File: src/rtl/spiflashctrl_pkg.sv
// Shared types and constants for the two-requester SPI NOR flash controller.
package spiflashctrl_pkg;

    typedef enum logic [2:0] {
        ST_IDLE,
        ST_SETUP,
        ST_SHIFT,
        ST_HOLD,
        ST_GAP
    } state_e;

    localparam logic [7:0] SPIFLASH_CMD_NOP   = 8'h00;
    localparam logic [7:0] SPIFLASH_CMD_READ  = 8'h01;
    localparam logic [7:0] SPIFLASH_CMD_WRITE = 8'h02;
    localparam int         SPIFLASH_FRAME_BITS = 48;

    // Frame layout on the wire, MSB first: {address, command, data}.
    function automatic logic [SPIFLASH_FRAME_BITS-1:0] spiflash_frame(
        input logic [31:0] adr,
        input logic        wr,
        input logic [7:0]  wdata
    );
        return {adr, wr ? SPIFLASH_CMD_WRITE : SPIFLASH_CMD_READ, wr ? wdata : 8'h00};
    endfunction

endpackage

File: src/rtl/spiflashctrl_if.sv
// Requester-side bus of the flash controller: two request channels, shared response data.
interface spiflashctrl_if;
    logic [1:0]       ReqValid;
    logic [1:0]       ReqWrite;
    logic [1:0][31:0] ReqAdr;
    logic [1:0][7:0]  ReqWData;
    logic [1:0]       ReqReady;
    logic [1:0]       RspValid;
    logic [7:0]       RspRData;

    modport master (
        output ReqValid, ReqWrite, ReqAdr, ReqWData,
        input  ReqReady, RspValid, RspRData
    );

    modport slave (
        input  ReqValid, ReqWrite, ReqAdr, ReqWData,
        output ReqReady, RspValid, RspRData
    );
endinterface

File: src/rtl/spiflashctrl_rrarb.sv
// Two-input round-robin arbiter; on a tie the requester that did not win last time is granted.
module spiflashctrl_rrarb (
    input  logic       clk_i,
    input  logic       rst_ni,
    input  logic       en_i,
    input  logic [1:0] req_valid_i,
    output logic       gnt_id_o,
    output logic [1:0] req_ready_o
);

    logic last_q, last_d;

    // Ready is gated by reset directly so it drops the instant reset asserts.
    always_comb begin
        gnt_id_o    = (&req_valid_i) ? ~last_q : req_valid_i[1];
        req_ready_o = '0;
        if (rst_ni && en_i && (|req_valid_i)) req_ready_o[gnt_id_o] = 1'b1;
        last_d = (|req_ready_o) ? gnt_id_o : last_q;
    end

    always_ff @(posedge clk_i or negedge rst_ni) begin
        if (!rst_ni) last_q <= 1'b1;
        else         last_q <= last_d;
    end

endmodule

File: src/rtl/spiflashctrl.sv
// Arbitrates two byte read/write requesters onto one SPI NOR flash, one 48-bit mode-0 frame each.
module spiflashctrl
    import spiflashctrl_pkg::*;
#(
    parameter int unsigned CLKDIV = 2
) (
    input  logic           clk,
    input  logic           reset_n,
    spiflashctrl_if.slave  bus,
    output logic           SCK,
    output logic           CS,
    output logic           MOSI,
    input  logic           MISO
);

    localparam logic [7:0] HLAST = 8'(CLKDIV - 1);

    state_e                         state_q, state_d;
    logic [7:0]                     hcnt_q, hcnt_d;
    logic [5:0]                     pcnt_q, pcnt_d;
    logic [SPIFLASH_FRAME_BITS-1:0] shreg_q, shreg_d;
    logic [7:0]                     rx_q, rx_d;
    logic [7:0]                     rdata_q, rdata_d;
    logic [1:0]                     rspv_q, rspv_d;
    logic                           sck_q, sck_d;
    logic                           id_q, id_d;
    logic                           wr_q, wr_d;
    logic                           gnt_id, accept, hdone;
    logic [1:0]                     ready;

    spiflashctrl_rrarb u_arb (
        .clk_i       (clk),
        .rst_ni      (reset_n),
        .en_i        (state_q == ST_IDLE),
        .req_valid_i (bus.ReqValid),
        .gnt_id_o    (gnt_id),
        .req_ready_o (ready)
    );

    assign accept = |ready;
    assign hdone  = (hcnt_q == HLAST);

    always_comb begin
        state_d = state_q;
        hcnt_d  = hcnt_q;
        pcnt_d  = pcnt_q;
        shreg_d = shreg_q;
        rx_d    = rx_q;
        rdata_d = rdata_q;
        rspv_d  = '0;
        sck_d   = sck_q;
        id_d    = id_q;
        wr_d    = wr_q;
        unique case (state_q)
            ST_IDLE: begin
                if (accept) begin
                    state_d = ST_SETUP;
                    hcnt_d  = '0;
                    id_d    = gnt_id;
                    wr_d    = bus.ReqWrite[gnt_id];
                    shreg_d = spiflash_frame(bus.ReqAdr[gnt_id], bus.ReqWrite[gnt_id],
                                             bus.ReqWData[gnt_id]);
                end
            end
            ST_SETUP: begin
                hcnt_d = hcnt_q + 8'd1;
                if (hdone) begin
                    state_d = ST_SHIFT;
                    hcnt_d  = '0;
                    pcnt_d  = '0;
                    sck_d   = 1'b1;
                end
            end
            ST_SHIFT: begin
                hcnt_d = hcnt_q + 8'd1;
                if (hdone) begin
                    hcnt_d = '0;
                    // Falling edge: advance MOSI and sample MISO for the data byte.
                    if (sck_q) begin
                        sck_d   = 1'b0;
                        shreg_d = {shreg_q[SPIFLASH_FRAME_BITS-2:0], 1'b0};
                        if (pcnt_q >= 6'd40) rx_d = {rx_q[6:0], MISO};
                    end else if (pcnt_q == 6'd47) begin
                        state_d = ST_HOLD;
                    end else begin
                        sck_d  = 1'b1;
                        pcnt_d = pcnt_q + 6'd1;
                    end
                end
            end
            ST_HOLD: begin
                hcnt_d = hcnt_q + 8'd1;
                if (hdone) begin
                    state_d      = ST_GAP;
                    hcnt_d       = '0;
                    rspv_d[id_q] = 1'b1;
                    rdata_d      = wr_q ? 8'h00 : rx_q;
                end
            end
            ST_GAP: begin
                hcnt_d = hcnt_q + 8'd1;
                if (hdone) begin
                    state_d = ST_IDLE;
                    hcnt_d  = '0;
                end
            end
            default: state_d = ST_IDLE;
        endcase
    end

    always_ff @(posedge clk or negedge reset_n) begin
        if (!reset_n) begin
            state_q <= ST_IDLE;
            hcnt_q  <= '0;
            pcnt_q  <= '0;
            shreg_q <= '0;
            rx_q    <= '0;
            rdata_q <= '0;
            rspv_q  <= '0;
            sck_q   <= 1'b0;
            id_q    <= 1'b0;
            wr_q    <= 1'b0;
        end else begin
            state_q <= state_d;
            hcnt_q  <= hcnt_d;
            pcnt_q  <= pcnt_d;
            shreg_q <= shreg_d;
            rx_q    <= rx_d;
            rdata_q <= rdata_d;
            rspv_q  <= rspv_d;
            sck_q   <= sck_d;
            id_q    <= id_d;
            wr_q    <= wr_d;
        end
    end

    // CS also drops in the accept cycle so the inter-frame CS-high time is exactly the GAP.
    assign CS   = ~(accept | ((state_q != ST_IDLE) && (state_q != ST_GAP)));
    assign SCK  = sck_q;
    assign MOSI = shreg_q[SPIFLASH_FRAME_BITS-1];

    assign bus.ReqReady = ready;
    assign bus.RspValid = rspv_q;
    assign bus.RspRData = rdata_q;

endmodule

File: src/flat_wrapper.sv
// flat-port wrapper written by rule: the top's interface ports become plain ports
module spiflashctrl_flat import spiflashctrl_pkg::*;
#(
    parameter int unsigned CLKDIV = 2
)
  (clk, reset_n, SCK, CS, MOSI, MISO, bus_ReqValid, bus_ReqWrite, bus_ReqAdr, bus_ReqWData, bus_ReqReady, bus_RspValid, bus_RspRData);
  spiflashctrl_if bus_i ();
  input  logic clk;
  input  logic reset_n;
  output logic SCK;
  output logic CS;
  output logic MOSI;
  input  logic MISO;
  input wire logic [$bits(bus_i.ReqValid)-1:0] bus_ReqValid;
  input wire logic [$bits(bus_i.ReqWrite)-1:0] bus_ReqWrite;
  input wire logic [$bits(bus_i.ReqAdr)-1:0] bus_ReqAdr;
  input wire logic [$bits(bus_i.ReqWData)-1:0] bus_ReqWData;
  output wire logic [$bits(bus_i.ReqReady)-1:0] bus_ReqReady;
  output wire logic [$bits(bus_i.RspValid)-1:0] bus_RspValid;
  output wire logic [$bits(bus_i.RspRData)-1:0] bus_RspRData;
  assign bus_i.ReqValid = bus_ReqValid;
  assign bus_i.ReqWrite = bus_ReqWrite;
  assign bus_i.ReqAdr = bus_ReqAdr;
  assign bus_i.ReqWData = bus_ReqWData;
  assign bus_ReqReady = bus_i.ReqReady;
  assign bus_RspValid = bus_i.RspValid;
  assign bus_RspRData = bus_i.RspRData;
  spiflashctrl #(.CLKDIV(CLKDIV)) u_core (.clk(clk), .reset_n(reset_n), .bus(bus_i), .SCK(SCK), .CS(CS), .MOSI(MOSI), .MISO(MISO));
endmodule
File: config.mk
export PLATFORM = sky130hd
export DESIGN_NAME = spiflashctrl_flat
export DESIGN_NICKNAME = d
export VERILOG_FILES = /design/src/rtl/spiflashctrl_pkg.sv /design/src/rtl/spiflashctrl_if.sv /design/src/rtl/spiflashctrl_rrarb.sv /design/src/rtl/spiflashctrl.sv /design/src/flat_wrapper.sv
export SDC_FILE = /design/constraint.sdc
export NUM_CORES = 1
export LEC_CHECK = 0
export BUFFER_PORTS_ARGS = -buffer_cell sky130_fd_sc_hd__buf_4
export CAP_MARGIN = 25
export CORE_ASPECT_RATIO = 2
export CORE_MARGIN = 1
export CORE_UTILIZATION = 59
export CTS_CLUSTER_DIAMETER = 200
export CTS_CLUSTER_SIZE = 25
export DETAILED_ROUTE_END_ITERATION = 7
export PLACE_DENSITY_LB_ADDON = 0.3
export REMOVE_ABC_BUFFERS = 1
export SYNTH_ARGS = -nofsm -noshare
export SYNTH_HDL_FRONTEND = slang
export SYNTH_HIERARCHICAL = 1
export SYNTH_SLANG_ARGS = --single-unit
File: constraint.sdc
create_clock -name clk -period 5.8 [get_ports clk]
set_clock_uncertainty 0.2 [all_clocks]
set_input_delay 0.58 -clock clk [delete_from_list [all_inputs] [get_ports clk]]
set_output_delay 0.58 -clock clk [all_outputs]
set_load 0.01 [all_outputs]
==> flow_summary.yaml, run 1 <==
power:
  peakVddDrop_v: 0.000465
  clock_power_share_pct: 25.0
  switching_share_pct: 33.8
  power_frac_comb_pct: 37.4
  switching_power_uw: 883
  seqPwrFrac_pct: 37.7
  total_power_mw: 2.62
  p_int_mw: 1.73
  powerDensity_nw_per_um2: 447
  p_leak_nw: 2.80
logic_synthesis:
  seq_area_frac_synth_pct: 46.1
  syn_avg_cell_area_um2: 11.0
  synthDistinctLibCells: 55
  syn_area_um2: 4720
  ys_ff_latch: 87
  yosys.area.top_type: "dfrtp_1"
  synth-edff-count: 0
  synth_top_cell_area_share_pct: 45.6
  post-synth-top-count-cell: "dfrtp_1"
  syn_inst: 430
  yosysWarnings: 6
  ys_dominant_reg_cell: "dfrtp_1"
  async_flop_share_pct: 100
  ys_top_cells_by_count: "86 x dfrtp_1, 52 x mux2_2, 49 x nand2_1"
  synth_area_leaders: "dfrtp_1 46%, mux2_2 12%, mux2i_1 9.3%"
hold_path:
  holdCritPathClass: "register to register"
route:
  vias_per_cell: 5.75
  dr.pass1.iters: 5
  wire_per_inst_um: 16.4
  drc: 0
  vias: 3553
  drt_iter0_drc: 213
  wl_um: 10100
  ant_nets: 0
timing:
  rsz0062_at_grt: "false"
  period_share_pct: 63.3
  finalHoldViolCount: 0
  worstMarginPinSlew_ns: 0.900
  fin_setup_tns_ns: 0
  setup_ws_ns: 2.13
  slew_headroom_pct: 39.8
  min_period_ns: 3.67
  setup_viol: 0
  maxSlewViolCount: 0
  fmax_mhz: 273
floorplan:
  die_height_um: 129
  core_area_um2: 7660
  num_rows: 45
  dieWidth_um: 65.3
  dieArea_um2: 8390
  initial_utilization_pct: 61.7
  ioPinCount: 102
grt:
  grt_max_degree: 85
  gr-usage-all-layers_pct: 25.7
  grt_pass1_wl_um: 16500
  gr-total-overflow: 0
  grt_pass1_vias: 3650
  antenna_found_initial: 0
worst_setup_path:
  path_max_fanout: 31
  max_stage_delay_ns: 0.72
  arrival_ns: 3.69
  slowest_stage: "a2bb2oi_4"
  cpMostUsedCell: "buf_4"
  start_kind: "primary input"
  crit_type: "primary input to register"
  critical_path.top_delay_family: "buffers and inverters"
  path_cells: "dlygate4sd3_1 > buf_4 > nand3_1 > nor2_1 > o21a_1 > a2bb2oi_4 > buf_4 > mux2_2"
  path_buf_inv: 3
  setup.worst_path.end_class: "register"
  cp.required_ns: 5.82
clock_tree:
  clock_latency_ns: 0.33
  root_buffer: "clkbuf_16"
  numClockSinks: 87
  cts_resized: 0
  post_cts_buffers: 0
  numCtsBuffers: 9
  htree_num_levels: 3
  cts_buffer_depth: 2
  cts_tree: "built"
  clk_pin_slew_ns: 0.06
final_layout:
  final_core_util_pct: 76.4
  final_cells: 618
  antenna_cells: 0
  drive_above_1_share_pct: 36.8
  fin_nets: 610
  area_delta_synth_final_pct: 23.8
place:
  port_buffers: 101
  post-place-ws_ns: 1.98
  hpwl_um: 6870
  post-place-cells: 601
  gp_congestion: 0.803
outcome:
  status: "completed"
run:
  drv_cap: 0
==> metal layers <==
metal  vias up  GRT usage, %  wire length, um
met3        16          4.61              353
met4         0          10.4              216
met1      1768          28.3             3850
li1       1694             -                -
met2        75          47.3             5720
met5         -             0                0
==> worst paths after layout <==
path                       cells past startpoint                endpoint  slack (ns)               from
setup reg to reg                               7      u_core/shreg_q[29]        2.25  u_core/state_q[2]
hold / removal                                 1  u_core/bus.RspValid[0]        0.27        u_core/id_q
hold reg to reg                                1  u_core/bus.RspValid[0]        0.27        u_core/id_q
min in group asynchronous                      2       u_core/shreg_q[1]        0.52            reset_n
max in group asynchronous                      3        u_core/pcnt_q[1]        3.78            reset_n
setup / recovery                               8      u_core/shreg_q[29]        2.13            reset_n
==> sequential cells by signal, summed over array words and instances (netlist names) <==
signal               flops
u_core/id_q              1
u_core/bus.RspValid      2
u_core/wr_q              1
u_core/shreg_q          48
u_core/pcnt_q            6
u_core/u_arb/last_q      1
u_core/rx_q              8
u_core/SCK               1
u_core/bus.RspRData      8
u_core/hcnt_q            8
u_core/state_q           3
==> layout make-up <==
class                      instances  area, um2
multi-input combinational        304       2370
sequential                        87       2180
fill                             521       1810
timing repair buffer             106        798
clock buffer                      13        250
tap                               94        118
clock inverter                     3       90.1
inverter                          11       41.3
==> power by group through the flow <==
stage / logic (mW) / clock network (mW) / registers (mW)
detailed placement: 0.963 / 0 / 0.989
global route: 1.07 / 0.685 / 1.01
global placement: 0.917 / 0 / 0.973
floorplan: 0.723 / 0 / 0.944
finish: 0.977 / 0.653 / 0.985
CTS: 0.981 / 0.663 / 0.981
==> timing repair <==
action	in CTS	in global routing
endpoints found under the hold margin	26	0
hold buffers	1	0
endpoints found under the setup margin	0	0
==> worst register-to-register path: stages, from the launching register on <==
cell	delay, ns
dfrtp_1	0.61
nor3_2	0.43
nand3_1	0.16
nor2_1	0.22
o21a_1	0.30
a2bb2oi_4	0.72
buf_4	0.42
mux2_2	0.38
==> cells in the final DEF, fill, tap and decap left out, types with 9 or more instances in the layout <==
cell type,n
mux2_2,52
mux2i_1,44
nand2_1,49
inv_1,11
buf_4,105
dfrtp_1,86
o21ai_0,44
nor2_1,19
clkbuf_16,9
==> per-stage QoR <==
| step | hold WS (ns) | cell area (um2) |
|---|---|---|
| after floorplan | 0.0844 | 4570 |
| after detailed placement | 0.226 | 5500 |
| final | 0.266 | 5850 |
| after global routing | 0.266 | 5850 |
| after CTS | 0.263 | 5850 |
| after global placement | 0.216 | 5500 |
==> kinds of logic after synthesis <==
| kind of cell | share of synthesized area (%) |
|---|---|
| compound gates | 9.88 |
| xor+xnor | 1.48 |
| fa+ha+maj | 1.06 |
| buf+inv | 4.10 |
| flops | 46.1 |
| mux | 25.5 |
| simple gates | 11.9 |
No activity file was read; power rests on OpenSTA's default activity.
==> run 2: changes to the inputs <==
--- a/config.mk
+++ b/config.mk
@@ -9,7 +9,7 @@
 export CAP_MARGIN = 25
 export CORE_ASPECT_RATIO = 2
 export CORE_MARGIN = 1
-export CORE_UTILIZATION = 59
+export CORE_UTILIZATION = 55
 export CTS_CLUSTER_DIAMETER = 200
 export CTS_CLUSTER_SIZE = 25
 export DETAILED_ROUTE_END_ITERATION = 7
==> constraint.sdc (replaced) <==
create_clock -name clk -period 3.65 [get_ports clk]
set_clock_uncertainty 0.2 [all_clocks]
set_input_delay 0.365 -clock clk [delete_from_list [all_inputs] [get_ports clk]]
set_output_delay 0.365 -clock clk [all_outputs]
set_load 0.01 [all_outputs]
==> run 2 against run 1 <==
Net effect:
- non-clock buffer count is 1 higher
- core utilization is 6.4 points lower
- clock-buffer cell count is 1 lower
- combinational power is 57% higher
- first-iteration DRC count is 10% lower
- setup slack worse by 1.4 ns
- via count is 1.3% lower
- critical path depth is 2 lower
==> flow_summary.yaml, run 2 (synthesis results as in run 1) <==
place:
  port_buffers: 101
  gp_congestion: 0.830
  hpwl_um: 6700
  post-place-cells: 606
  place_area_um2: 5520
timing:
  holdWs_ns: 0.0644
  fmax_mhz: 337
  min_period_ns: 2.97
  maxSlewViolCount: 0
  setup_viol: 0
  finalHoldViolCount: 0
  fin_setup_tns_ns: 0
  worstMarginPinSlew_ns: 0.681
  rsz0062_at_grt: "false"
  slew_headroom_pct: 54.2
  period_share_pct: 81.3
grt:
  grt_max_degree: 54
  grt_pass1_vias: 3654
  antenna_found_initial: 0
  grt_pass1_wl_um: 15900
  gr-usage-all-layers_pct: 23.4
  gr-total-overflow: 0
final_layout:
  final_common_cell: "buf_4"
  fill_cells: 623
  layout_common_cells: "105 x buf_4, 86 x dfrtp_1, 52 x mux2_2"
  area_delta_synth_final_pct: 22.8
  antenna_cells: 0
  multi_input_area_um2: 2370
  top_register: "u_core/shreg_q"
  drive_above_1_share_pct: 37.1
  fin_area_um2: 5800
  final_core_util_pct: 70.0
  final_cells: 623
  seqCellArea_um2: 2180
  fin_nets: 611
  largest_register_ffs: 48
route:
  ant_nets: 0
  drc: 0
  vias: 3506
  vias_per_cell: 5.63
  wire_per_inst_um: 15.2
  drt_iter0_drc: 191
  dr.pass1.iters: 4
  dr.max_layer_used: "met4"
  wl_um: 9450
  route.met3.wl_um: 487
  met2_length_um: 5360
  wl_met1_um: 3360
hold_path:
  holdCritPathClass: "primary input to register"
floorplan:
  initial_utilization_pct: 57.0
  ioPinCount: 102
  dieWidth_um: 67.5
  die_height_um: 133
  num_rows: 47
  core_area_um2: 8290
  dieArea_um2: 8990
outcome:
  status: "completed"
clock_tree:
  cts_resized: 0
  htree_num_levels: 3
  clock_latency_ns: 0.33
  cts_tree: "built"
  clk_pin_slew_ns: 0.06
  numClockSinks: 87
  root_buffer: "clkbuf_16"
  numCtsBuffers: 9
  post_cts_buffers: 0
  cts_buffer_depth: 2
worst_setup_path:
  setup.worst_path.end_class: "output pin"
  arrival_ns: 2.40
  crit_type: "primary input to output pin"
  cp.required_ns: 3.08
  path_max_fanout: 38
  start_kind: "primary input"
power:
  powerDensity_nw_per_um2: 673
  peakVddDrop_v: 0.000450
  p_leak_nw: 2.77
run:
  drv_cap: 0
[run 2: what timing repair did]
item / 4_1_cts / 5_1_grt
hold buffers: 1 / 0
endpoints found under the setup margin: 0 / 0
hold endpoints to repair: 35 / 0
[run 2: where the power goes]
part	switching (mW)	internal, mW
sequential	0.254	1.30
combinational	0.748	0.785
clock	0.344	0.476
total	1.35	2.56
[run 2: path summary, 6_finish.rpt]
kind                                                to  cells past startpoint              start  slack, ns
max in group asynchronous           u_core/shreg_q[18]                      3            reset_n       1.87
min in group asynchronous           u_core/shreg_q[34]                      2            reset_n       0.33
worst min-delay path                    u_core/rx_q[0]                      2               MISO       0.06
worst max-delay path                                CS                      6            reset_n       0.68
worst min register to register  u_core/bus.RspValid[0]                      1        u_core/id_q       0.25
worst max register to register        u_core/hcnt_q[6]                      7  u_core/state_q[2]       0.79
[run 2: area by class of cell]
cell class | instances | share of cell area, %
repair buffers | 107 | 14.1
inverters | 11 | 0.712
flip-flops and latches | 87 | 37.6
well taps | 98 | 2.11
multi-input cells | 304 | 40.9
clock buffers | 12 | 4.25
clock inverters | 4 | 0.388
[run 2: per-stage QoR]
stage                     power (mW)  setup slack [ns]
final                           3.90             0.682
after global routing            4.20             0.488
after CTS                       3.95             0.668
after detailed placement        3.11             0.807
after global placement          3.03             0.979
after floorplan                 2.65             -1.20
[run 2: worst max-delay path, cell delays in order]
cell,delay [ns]
dlygate4sd3_1,0.54
buf_4,0.28
and3_1,0.27
or4_1,0.62
inv_1,0.15
buf_4,0.14
[run 2: per-layer routing]
| layer | GRT usage (%) | up-vias |
|---|---|---|
| met5 | 0 | - |
| met4 | 10.6 | 0 |
| met3 | 4.91 | 16 |
| met2 | 41.7 | 92 |
| met1 | 25.1 | 1705 |
| li1 | - | 1693 |
==> run 3: changes to the inputs <==
==> constraint.sdc (replaced) <==
create_clock -name clk -period 2.95 [get_ports clk]
set_clock_uncertainty 0.2 [all_clocks]
set_input_delay 0.295 -clock clk [delete_from_list [all_inputs] [get_ports clk]]
set_output_delay 0.295 -clock clk [all_outputs]
set_load 0.01 [all_outputs]
==> run 3 against run 2 <==
Net effect:
- clock-buffer cell count grew 1
- worst hold slack gained 0.073 ns
- power rose by 25%
- final cell count increased by 0.80%
- via count up 0.74%
- sequential power grew 23%
- first-iteration DRC count down 12%
- combinational power is 27% higher
- sequential cell count unchanged
- largest cell class unchanged
- largest power group is now combinational logic
- highest routed layer unchanged
==> flow_summary.yaml, run 3 (synthesis results as in run 1) <==
route:
  met2_length_um: 5300
  drc: 0
  drt_iter0_drc: 169
  dr.max_layer_used: "met4"
  dr.pass1.iters: 4
  ant_nets: 0
  wire_per_inst_um: 15.3
  vias: 3532
  route.met3.wl_um: 433
  vias_per_cell: 5.62
  wl_met1_um: 3660
  wl_um: 9620
place:
  post-place-ws_ns: 0.305
  port_buffers: 101
  gp_congestion: 0.873
  hpwl_um: 6770
  place_area_um2: 5540
final_layout:
  antenna_cells: 0
  largest_register_ffs: 48
  drive_above_1_share_pct: 37.5
  layout_common_cells: "108 x buf_4, 86 x dfrtp_1, 52 x mux2_2"
  fill_cells: 643
  fin_area_um2: 5860
  area_delta_synth_final_pct: 24.1
  fin_nets: 616
  final_common_cell: "buf_4"
  top_register: "u_core/shreg_q"
worst_setup_path:
  max_stage_delay_ns: 0.62
  path_cells: "dlygate4sd3_1 > buf_4 > and3_1 > or4_1 > inv_1 > buf_4"
  arrival_ns: 2.21
  slowest_stage: "or4_1"
  cp.required_ns: 2.46
  start_kind: "primary input"
  path_max_fanout: 11
  setup.worst_path.end_class: "output pin"
  cpMostUsedCell: "buf_4"
  crit_type: "primary input to output pin"
timing:
  setup_ws_ns: 0.249
  holdWs_ns: 0.138
  min_period_ns: 2.70
  setup_viol: 0
  slew_headroom_pct: 52.5
  period_share_pct: 91.6
  worstMarginPinSlew_ns: 0.706
  maxSlewViolCount: 0
  finalHoldViolCount: 0
  fmax_mhz: 370
  rsz0062_at_grt: "false"
clock_tree:
  htree_num_levels: 3
  root_buffer: "clkbuf_16"
  cts_buffer_depth: 2
  post_cts_buffers: 0
  numClockSinks: 87
  postCtsHoldBufs: 2
  cts_tree: "built"
  cts_resized: 0
  numCtsBuffers: 9
  clock_latency_ns: 0.33
  clk_pin_slew_ns: 0.06
power:
  p_leak_nw: 2.81
  peakVddDrop_v: 0.000596
  powerDensity_nw_per_um2: 833
grt:
  grt_pass1_wl_um: 16000
  gr-usage-all-layers_pct: 23.5
  grt_max_degree: 81
  gr-total-overflow: 0
  antenna_found_initial: 0
  grt_pass1_vias: 3709
floorplan:
  ioPinCount: 102
  initial_utilization_pct: 57.0
  die_height_um: 133
  core_area_um2: 8290
  num_rows: 47
  dieWidth_um: 67.5
  dieArea_um2: 8990
outcome:
  status: "completed"
hold_path:
  holdCritPathClass: "primary input to register"
run:
  drv_cap: 0
==> run 3: changes by cell type in the layout (fill, tap and decap cells not counted) <==
| cell | before | now |
|---|---|---|
| buf_4 | 105 | 108 |
| buf_12 | 1 | 2 |
| clkbuf_8 | 1 | 2 |
| clkinv_2 | 3 | 2 |
| dlygate4sd3_1 | 1 | 2 |
==> run 3: metrics by stage <==
stage                     std cells  power (mW)  util (%)  TNS [ns]
final                           628        4.88      70.7         0
after global routing            628        5.23      70.7         0
after global placement          609        3.77      66.9         0
after CTS                       627        4.93      70.5         0
after floorplan                 402        3.28         -   -101.60
after detailed placement        609        3.85      66.9         0
==> run 3: worst paths after layout <==
kind / from / to / slack [ns] / depth (start not counted)
worst max-delay path: reset_n / CS / 0.25 / 6
worst min-delay path: bus_ReqValid[0] / u_core/u_arb/last_q / 0.14 / 3
worst max register to register: u_core/state_q[1] / u_core/hcnt_q[2] / 0.28 / 7
worst min register to register: u_core/id_q / u_core/bus.RspValid[0] / 0.23 / 1
max in group asynchronous: reset_n / u_core/shreg_q[18] / 1.40 / 4
min in group asynchronous: reset_n / u_core/state_q[1] / 0.20 / 2
==> run 3: final cells by class <==
class	count	area, um2	area share [%]
clock buffers	13	260	4.44
clock inverters	3	17.5	0.299
inverters	11	41.3	0.704
multi-input cells	304	2370	40.4
flip-flops and latches	87	2180	37.2
well taps	98	123	2.09
repair buffers	112	871	14.9
==> run 3: worst max-delay path, delay by kind of cell <==
kind          cells  cell delay [ns]
buf+inv           4             1.07
simple gates      2             0.83
==> run 3: where the power goes <==
part | switching [mW] | leakage (nW) | internal (mW) | total [mW]
registers | 0.294 | 1.12 | 1.60 | 1.90
logic | 0.964 | 1.55 | 0.980 | 1.94
clock network | 0.427 | 0.136 | 0.614 | 1.04
==> run 3: layer usage <==
metal  GRT usage, %  up-vias
met1           25.0     1724
met3           4.91       18
li1               -     1708
met2           42.4       82
met5              0        -
met4           9.93        0
